`src/rtl/pipeline_pkg.sv`:
```
// Shared pipeline definitions.
// Holds the fetch-FSM state encoding, the bubble instruction word, the default
// reset PC and the PC increment used by the fetch stage.
package pipeline_pkg;

  // Fetch-stage FSM states:
  // FETCH   - request outstanding at the PC
  // HOLD    - word captured while ID was stalled; no request
  // DISCARD - a redirect arrived before the request completed, so the
  //           returning word is dropped
  typedef enum logic [1:0] {
    FETCH   = 2'd0,
    HOLD    = 2'd1,
    DISCARD = 2'd2
  } fetch_state_t;

  // sll $0,$0,0 encodes as all zeros. It is used as the bubble word.
  localparam logic [31:0] NOP_INSTR        = 32'h0000_0000;
  localparam logic [31:0] DEFAULT_RESET_PC = 32'h0000_0000;
  localparam logic [31:0] PC_INC           = 32'd4;

  // Sequential PC. The sum wraps modulo 2^32.
  function automatic logic [31:0] pc_plus_inc(input logic [31:0] pc);
    return pc + PC_INC;
  endfunction

endpackage

```
`src/rtl/if_id_reg.sv`:
```
// Pipeline register that carries {instruction, pcPlus4, valid} between stages.
//
// Ports:
//   clk, rst            clock and synchronous active-high reset
//   load                capture load_instr/load_pc4 and mark the entry valid
//   flush               insert a bubble: NOP, valid=0, pc4 left unchanged
//   load_instr/load_pc4 data to capture on load
//   instruction/pc4     registered outputs
//   valid               the register holds a real instruction
//
// Control priority is rst > flush > load. With no control asserted, the
// register holds its contents, which gives the stall behaviour.
module if_id_reg
  import pipeline_pkg::*;
#(
  parameter int INSTR_W = 32,
  parameter int PC_W    = 32
) (
  input  logic               clk,
  input  logic               rst,
  input  logic               load,
  input  logic               flush,
  input  logic [INSTR_W-1:0] load_instr,
  input  logic [PC_W-1:0]    load_pc4,
  output logic [INSTR_W-1:0] instruction,
  output logic [PC_W-1:0]    pc4,
  output logic               valid
);

  logic [INSTR_W-1:0] instr_reg;
  logic [PC_W-1:0]    pc4_reg;
  logic               valid_reg;

  always_ff @(posedge clk) begin
    if (rst) begin
      instr_reg <= INSTR_W'(NOP_INSTR);
      pc4_reg   <= '0;
      valid_reg <= 1'b0;
    end else if (flush) begin
      // A bubble always carries the NOP word. The PC field is left alone.
      instr_reg <= INSTR_W'(NOP_INSTR);
      valid_reg <= 1'b0;
    end else if (load) begin
      instr_reg <= load_instr;
      pc4_reg   <= load_pc4;
      valid_reg <= 1'b1;
    end
  end

  assign instruction = instr_reg;
  assign pc4         = pc4_reg;
  assign valid       = valid_reg;

endmodule

```
`src/rtl/if_stage.sv`:
```
// Instruction-fetch stage.
// Owns the PC, the instruction-memory request/ready handshake, a one-entry
// hold buffer for words that complete while ID is stalled, and the IF/ID
// pipeline register.
//
// Ports:
//   clk, rst          clock and synchronous active-high reset
//   stall             hazard unit: hold IF/ID and PC
//   redirect          controller: branch/jump taken in ID this cycle
//   redirect_target   new PC from the ID branch adder
//   imem_addr         fetch address (the PC register)
//   imem_req          fetch request; stays stable until the handshake
//   imem_ready        memory response; handshake = imem_req & imem_ready
//   imem_rdata        instruction word, valid in the handshake cycle
//   instruction       IF/ID instruction to ID
//   pcPlus4           IF/ID PC+4 to ID
//   valid_id          IF/ID holds a real instruction
module if_stage
  import pipeline_pkg::*;
#(
  parameter logic [31:0] RESET_PC = DEFAULT_RESET_PC
) (
  input  logic        clk,
  input  logic        rst,
  input  logic        stall,
  input  logic        redirect,
  input  logic [31:0] redirect_target,
  output logic [31:0] imem_addr,
  output logic        imem_req,
  input  logic        imem_ready,
  input  logic [31:0] imem_rdata,
  output logic [31:0] instruction,
  output logic [31:0] pcPlus4,
  output logic        valid_id
);

  fetch_state_t state_reg, state_next;

  logic [31:0] pc_reg, pc_next;
  logic [31:0] buf_instr_reg, buf_instr_next;
  logic [31:0] buf_pc4_reg, buf_pc4_next;
  logic [31:0] saved_target_reg, saved_target_next;

  logic        handshake;
  logic [31:0] pc_inc;

  logic        ifid_load;
  logic        ifid_flush;
  logic [31:0] ifid_instr;
  logic [31:0] ifid_pc4;

  assign pc_inc    = pc_plus_inc(pc_reg);
  assign handshake = imem_req & imem_ready;

  // State and datapath registers
  always_ff @(posedge clk) begin
    if (rst) begin
      state_reg        <= FETCH;
      pc_reg           <= RESET_PC;
      buf_instr_reg    <= NOP_INSTR;
      buf_pc4_reg      <= 32'h0;
      saved_target_reg <= 32'h0;
    end else begin
      state_reg        <= state_next;
      pc_reg           <= pc_next;
      buf_instr_reg    <= buf_instr_next;
      buf_pc4_reg      <= buf_pc4_next;
      saved_target_reg <= saved_target_next;
    end
  end

  // Next-state logic. Priority is redirect > stall > normal.
  always_comb begin
    state_next = state_reg;
    case (state_reg)
      FETCH: begin
        if (redirect) begin
          // If the word has not arrived, the request must still complete,
          // so switch to DISCARD and drop the word when it returns.
          state_next = handshake ? FETCH : DISCARD;
        end else if (stall && handshake) begin
          state_next = HOLD;
        end
      end
      HOLD: begin
        if (redirect || !stall) begin
          state_next = FETCH;
        end
      end
      DISCARD: begin
        if (handshake) begin
          state_next = FETCH;
        end
      end
      default: state_next = FETCH;
    endcase
  end

  // Output and datapath control
  always_comb begin
    imem_req          = (state_reg != HOLD);
    pc_next           = pc_reg;
    buf_instr_next    = buf_instr_reg;
    buf_pc4_next      = buf_pc4_reg;
    saved_target_next = saved_target_reg;
    ifid_load         = 1'b0;
    ifid_flush        = 1'b0;
    ifid_instr        = imem_rdata;
    ifid_pc4          = pc_inc;

    case (state_reg)
      FETCH: begin
        if (redirect) begin
          ifid_flush = 1'b1;
          if (handshake) begin
            pc_next = redirect_target;
          end else begin
            saved_target_next = redirect_target;
          end
        end else if (stall) begin
          // ID cannot take the word, so park it and advance the PC.
          // The request ends here, which keeps the handshake contract intact.
          if (handshake) begin
            buf_instr_next = imem_rdata;
            buf_pc4_next   = pc_inc;
            pc_next        = pc_inc;
          end
        end else if (handshake) begin
          ifid_load = 1'b1;
          pc_next   = pc_inc;
        end else begin
          ifid_flush = 1'b1;
        end
      end
      HOLD: begin
        if (redirect) begin
          ifid_flush = 1'b1;
          pc_next    = redirect_target;
        end else if (!stall) begin
          ifid_load  = 1'b1;
          ifid_instr = buf_instr_reg;
          ifid_pc4   = buf_pc4_reg;
        end
      end
      DISCARD: begin
        // imem_addr stays at the old PC until the stale word returns.
        // The most recent redirect target is the one used.
        ifid_flush = 1'b1;
        if (redirect) begin
          saved_target_next = redirect_target;
        end
        if (handshake) begin
          pc_next = saved_target_next;
        end
      end
      default: begin
        ifid_flush = 1'b1;
      end
    endcase
  end

  assign imem_addr = pc_reg;

  if_id_reg #(
    .INSTR_W (32),
    .PC_W    (32)
  ) u_if_id_reg (
    .clk         (clk),
    .rst         (rst),
    .load        (ifid_load),
    .flush       (ifid_flush),
    .load_instr  (ifid_instr),
    .load_pc4    (ifid_pc4),
    .instruction (instruction),
    .pc4         (pcPlus4),
    .valid       (valid_id)
  );

endmodule

```
`config.mk`:
```
export PLATFORM = sky130hd
export DESIGN_NAME = if_stage
export DESIGN_NICKNAME = d
export VERILOG_FILES = /design/src/rtl/pipeline_pkg.sv /design/src/rtl/if_id_reg.sv /design/src/rtl/if_stage.sv
export SDC_FILE = /design/constraint.sdc
export NUM_CORES = 1
export LEC_CHECK = 0
export ABC_AREA = 1
export BUFFER_PORTS_ARGS = -buffer_cell sky130_fd_sc_hd__buf_2
export CORE_AREA = 4 4 137 139
export CTS_CLUSTER_DIAMETER = 200
export DETAILED_ROUTE_END_ITERATION = 10
export DIE_AREA = 0 0 141 143
export HOLD_SLACK_MARGIN = 0.06
export PLACE_DENSITY = 0.79
export SLEW_MARGIN = 20
export SYNTH_ARGS = -nofsm -noshare
export SYNTH_HDL_FRONTEND = slang
export SYNTH_SLANG_ARGS = --single-unit
```
`constraint.sdc`:
```
create_clock -name clk -period 2.05 [get_ports clk]
set_input_delay 0.615 -clock clk [delete_from_list [all_inputs] [get_ports clk]]
set_output_delay 0.615 -clock clk [all_outputs]
set_load 0.01 [all_outputs]
```
==> reports/results.txt <==
Main combinational cell family by area after synthesis - compound AO/OA/AOI/OAI gates
Startpoint class of the critical path - flip-flop
Kind of capture point of the worst setup path - output pin
Worst slack after detailed placement - 0.06416 ns
Std-Cell Core Area - 17660 µm²
CTS buffer count - 17
Area fraction in compound gates after synthesis - 0.2635
Width of the chip - 141 µm
Syn_nets - 1518
Ratio of cells with drive above 1 in the final layout - 0.1970
Hold-critical path depth - 3
Final setup violation count - 0
RSZ-0062 raised after global routing - false
Endpoint required time on the critical path - 1.43 ns
PortBufs - 166
Clk_skew - 0.01059 ns
Placed cell count - 1776
EDFF count, synth - 0
Detail-routed via count per cell - 5.616
Max-slew headroom at the worst pin - 0.6597
Simple-gate share of the synthesized area - 0.2368
Gate count after technology mapping - 1444
Level count of the clock H-tree - 4
Global-route wire length before repair - 45.60 mm
Worst flop-to-flop path endpoint - imem_addr[8]
Root buf cell - clkbuf_16
Number of global-route vias before repair - 9240
FFs w/ async S/R, synth - 0
Master of the slowest instance on the critical path - dfxtp_1
Slew @ Worst Pin - 0.5067 ns
PnR Total Power - 12.38 mW
Biggest fanout along the worst timing path - 15
Minimum clock period - 1.971 ns
Min-Delay Endpoint - buf_instr_reg[15]
CTS tree - built
Via count - 10180
Mean area per synthesized cell - 6.801 µm²
Share of the cycle needed by the critical path after routing - 0.9616
Top cell type's share of synthesized area - 0.3975
Count of pins on the block boundary - 167
Largest area contributor in the netlist - dfxtp_1
Sum of negative setup slack - 0 ns
Global route total overflow - 0
Reg2reg start - state_reg[1]
CTS sink count - 195
Critical-path cell list - inv_2 > ha_4 > buf_12 > inv_1 > buf_2
Highest cell delay on the worst timing path - 0.36 ns
Fraction of synthesized area in multiplexers - 0
Share of synthesized cell area in full adder, half adder and majority cells - 0.006370
Cell types with the largest area share after synthesis - dfxtp_1 40%, nand2_1 13%, a21oi_1 12%, o21ai_0 8.9%, nor2_1 6.7%
Pins over their slew limit - 0
Post-synthesis cell type count - 37
Final standard cell count with taps included and fillers excluded - 1813
Beginning of the worst hold path - imem_rdata[15]
Number of synthesis warnings - 0
Peak supply drop - 0.0007380 V
First-pass DRT Iterations - 5
Share of the synthesized netlist area taken by xor and xnor gates - 0.01491
Worst hold path class - in2reg
Post-synth design cell area - 9821 µm²
Number of filler instances in the final layout - 1542
Arrival time worst endpoint - 1.36 ns
Detailed Route Iter0 Violations - 1032
HPWL reported at the end of detailed placement - 18.91 mm
Type of the setup path with the least slack - reg2out
Routed wire length - 28.40 mm
Portion of the post-synthesis area used by sequential elements - 0.3975
WL/cell - 15.66 µm
Number of violations of the max-capacitance limit - 0
Final routed DRC violation total - 0
Ratio of total power to cell area - 1061 nW/µm²
Overall die area - 20160 µm²
Final design instance area without fill - 11670 µm²
Leakage power - 5.252 nW
Synth Register Bits - 195
R2r worst-path depth - 10
Fmax - 507.3 MHz
Register-to-register path setup slack - 0.11 ns
Hold buffers post-CTS - 0
Clk_lat worst skew - 0.44 ns
Row count - 49
Initial cell density of the core - 0.5562
Deepest clock path buffer count - 2
Clock slew at the register clock pins of the worst setup and hold paths - 0.08 ns
Outcome - complete, no violations
Remaining antenna violation count - 0
Net count reported at finish - 1645
Gr usage total - 0.2745
Commonest register cell after synthesis - dfxtp_1
Diodes inserted - 0
Number of endpoints with negative hold slack in the final report - 0
Largest net degree at the start of global routing - 66
Final weighted congestion in routability-driven placement - 0.9151
Area Growth Syn to Fin - 18.84%
PnR worst setup slack - 0.07862 ns
Area after DPL - 10880 µm²
Initial antenna violation count - 0
Die outline height - 143 µm
## worst max-delay path: cells and delay by family, from the launching register on
| family | cells | cell delay [ns] |
|---|---|---|
| buf+inv | 4 | 0.39 |
| flops | 1 | 0.36 |
| fa+ha+maj | 1 | 0.17 |
## synthesized netlist by cell type (2+ instances only)
library cell  count
buf_2            24
clkbuf_1         51
and2_1            2
nand3_2           2
a31oi_1          24
a21oi_2           5
buf_1            11
xor2_2            2
a311oi_2         13
buf_4             9
nand2_2           6
o211ai_1          4
nand2_1         351
nand3_1          25
o21ai_1          10
xnor2_1           5
nand3b_1          3
nor2_2            9
nor2_4            4
nor3_1            2
a21oi_1         233
o21ai_0         175
xor2_1            8
inv_2            10
dfxtp_1         195
inv_1            64
buf_6             8
o211ai_2          2
ha_1              5
nor2_1          175
## metrics by stage
stage,util,hold WS [ns]
2_1_floorplan,-,0.4549
3_3_place_gp,0.6159,0.4638
3_5_place_dp,0.6159,0.4690
4_1_cts,0.6558,0.4083
5_1_grt,0.6610,0.4164
6_report,0.6610,0.4141
## worst max path at each step
stage / startpoint / end / slack (ns) / depth (start not counted)
floorplan: state_reg[0] / imem_addr[12] / 0.23 / 8
finish: state_reg[1] / imem_req / 0.08 / 5
CTS: state_reg[0] / u_if_id_reg.pc4[18] / 0.06 / 9
detailed placement: redirect / u_if_id_reg.pc4[30] / 0.06 / 9
global placement: redirect / u_if_id_reg.pc4[18] / 0.11 / 9
global route: imem_addr[3] / imem_addr[10] / 0.005 / 9
## timing repair
item | in CTS | in global routing
pin swaps | 0 | 1
buffers inserted | 1 | 1
cloned | 1 | 2
setup endpoints to repair | 1 | 62
gates resized for setup | 7 | 9
## where the power goes
group          switching (mW)  internal (mW)
sequential              0.552           4.34
clock                    1.73           1.79
combinational            2.50           1.46
total                    4.79           7.59
## layer usage
metal  vias up  routed length (µm)  GRT usage  part of all wire
met1      4626               12670     0.3928              0.45
met5         -                   0          0                 0
met4         0                 688    0.09179             0.024
met2       466               12700     0.4279              0.45
met3        56                2344    0.04019             0.083
li1       5034                   -          -                 -
## placed cells by master (no fill, tap or decap), types with 3 or more instances in the layout
cell         n
xor2_2       3
nor2_1     174
a31oi_1     24
o211ai_1     4
a21oi_2      5
dfxtp_1    194
xor2_1       7
buf_2      166
inv_1       62
nor2_4       6
buf_12      12
nor2_2       8
nand2_1    350
o21ai_0    175
buf_4       29
ha_1         3
nand3_1     24
o21ai_1     10
a311oi_2    13
nand2_2      7
clkbuf_16   19
xnor2_1      4
inv_6        4
a21oi_1    233
clkinv_8     7
inv_8        3
nand3b_1     3
inv_2       11
nand3_2      3
## kinds of logic (layout without fill, tap and decap cells)
logic type | count (synthesis) | after routing
compound gates | 470 | 470
xor+xnor | 15 | 15
fa+ha+maj | 5 | 5
buf+inv | 178 | 318
flops | 195 | 195
simple gates | 581 | 581
## cell type report
class / instances / area (µm²) / share of cell area
sequential: 195 / 3905 / 0.3346
inverter: 75 / 286.5 / 0.02455
clock inverter: 15 / 212.7 / 0.01822
clock buffer: 17 / 425.4 / 0.03645
multi-input combinational: 1071 / 5172 / 0.4432
tap: 229 / 286.5 / 0.02455
timing repair buffer: 211 / 1383 / 0.1185
Power figures use the tool's default switching activity.
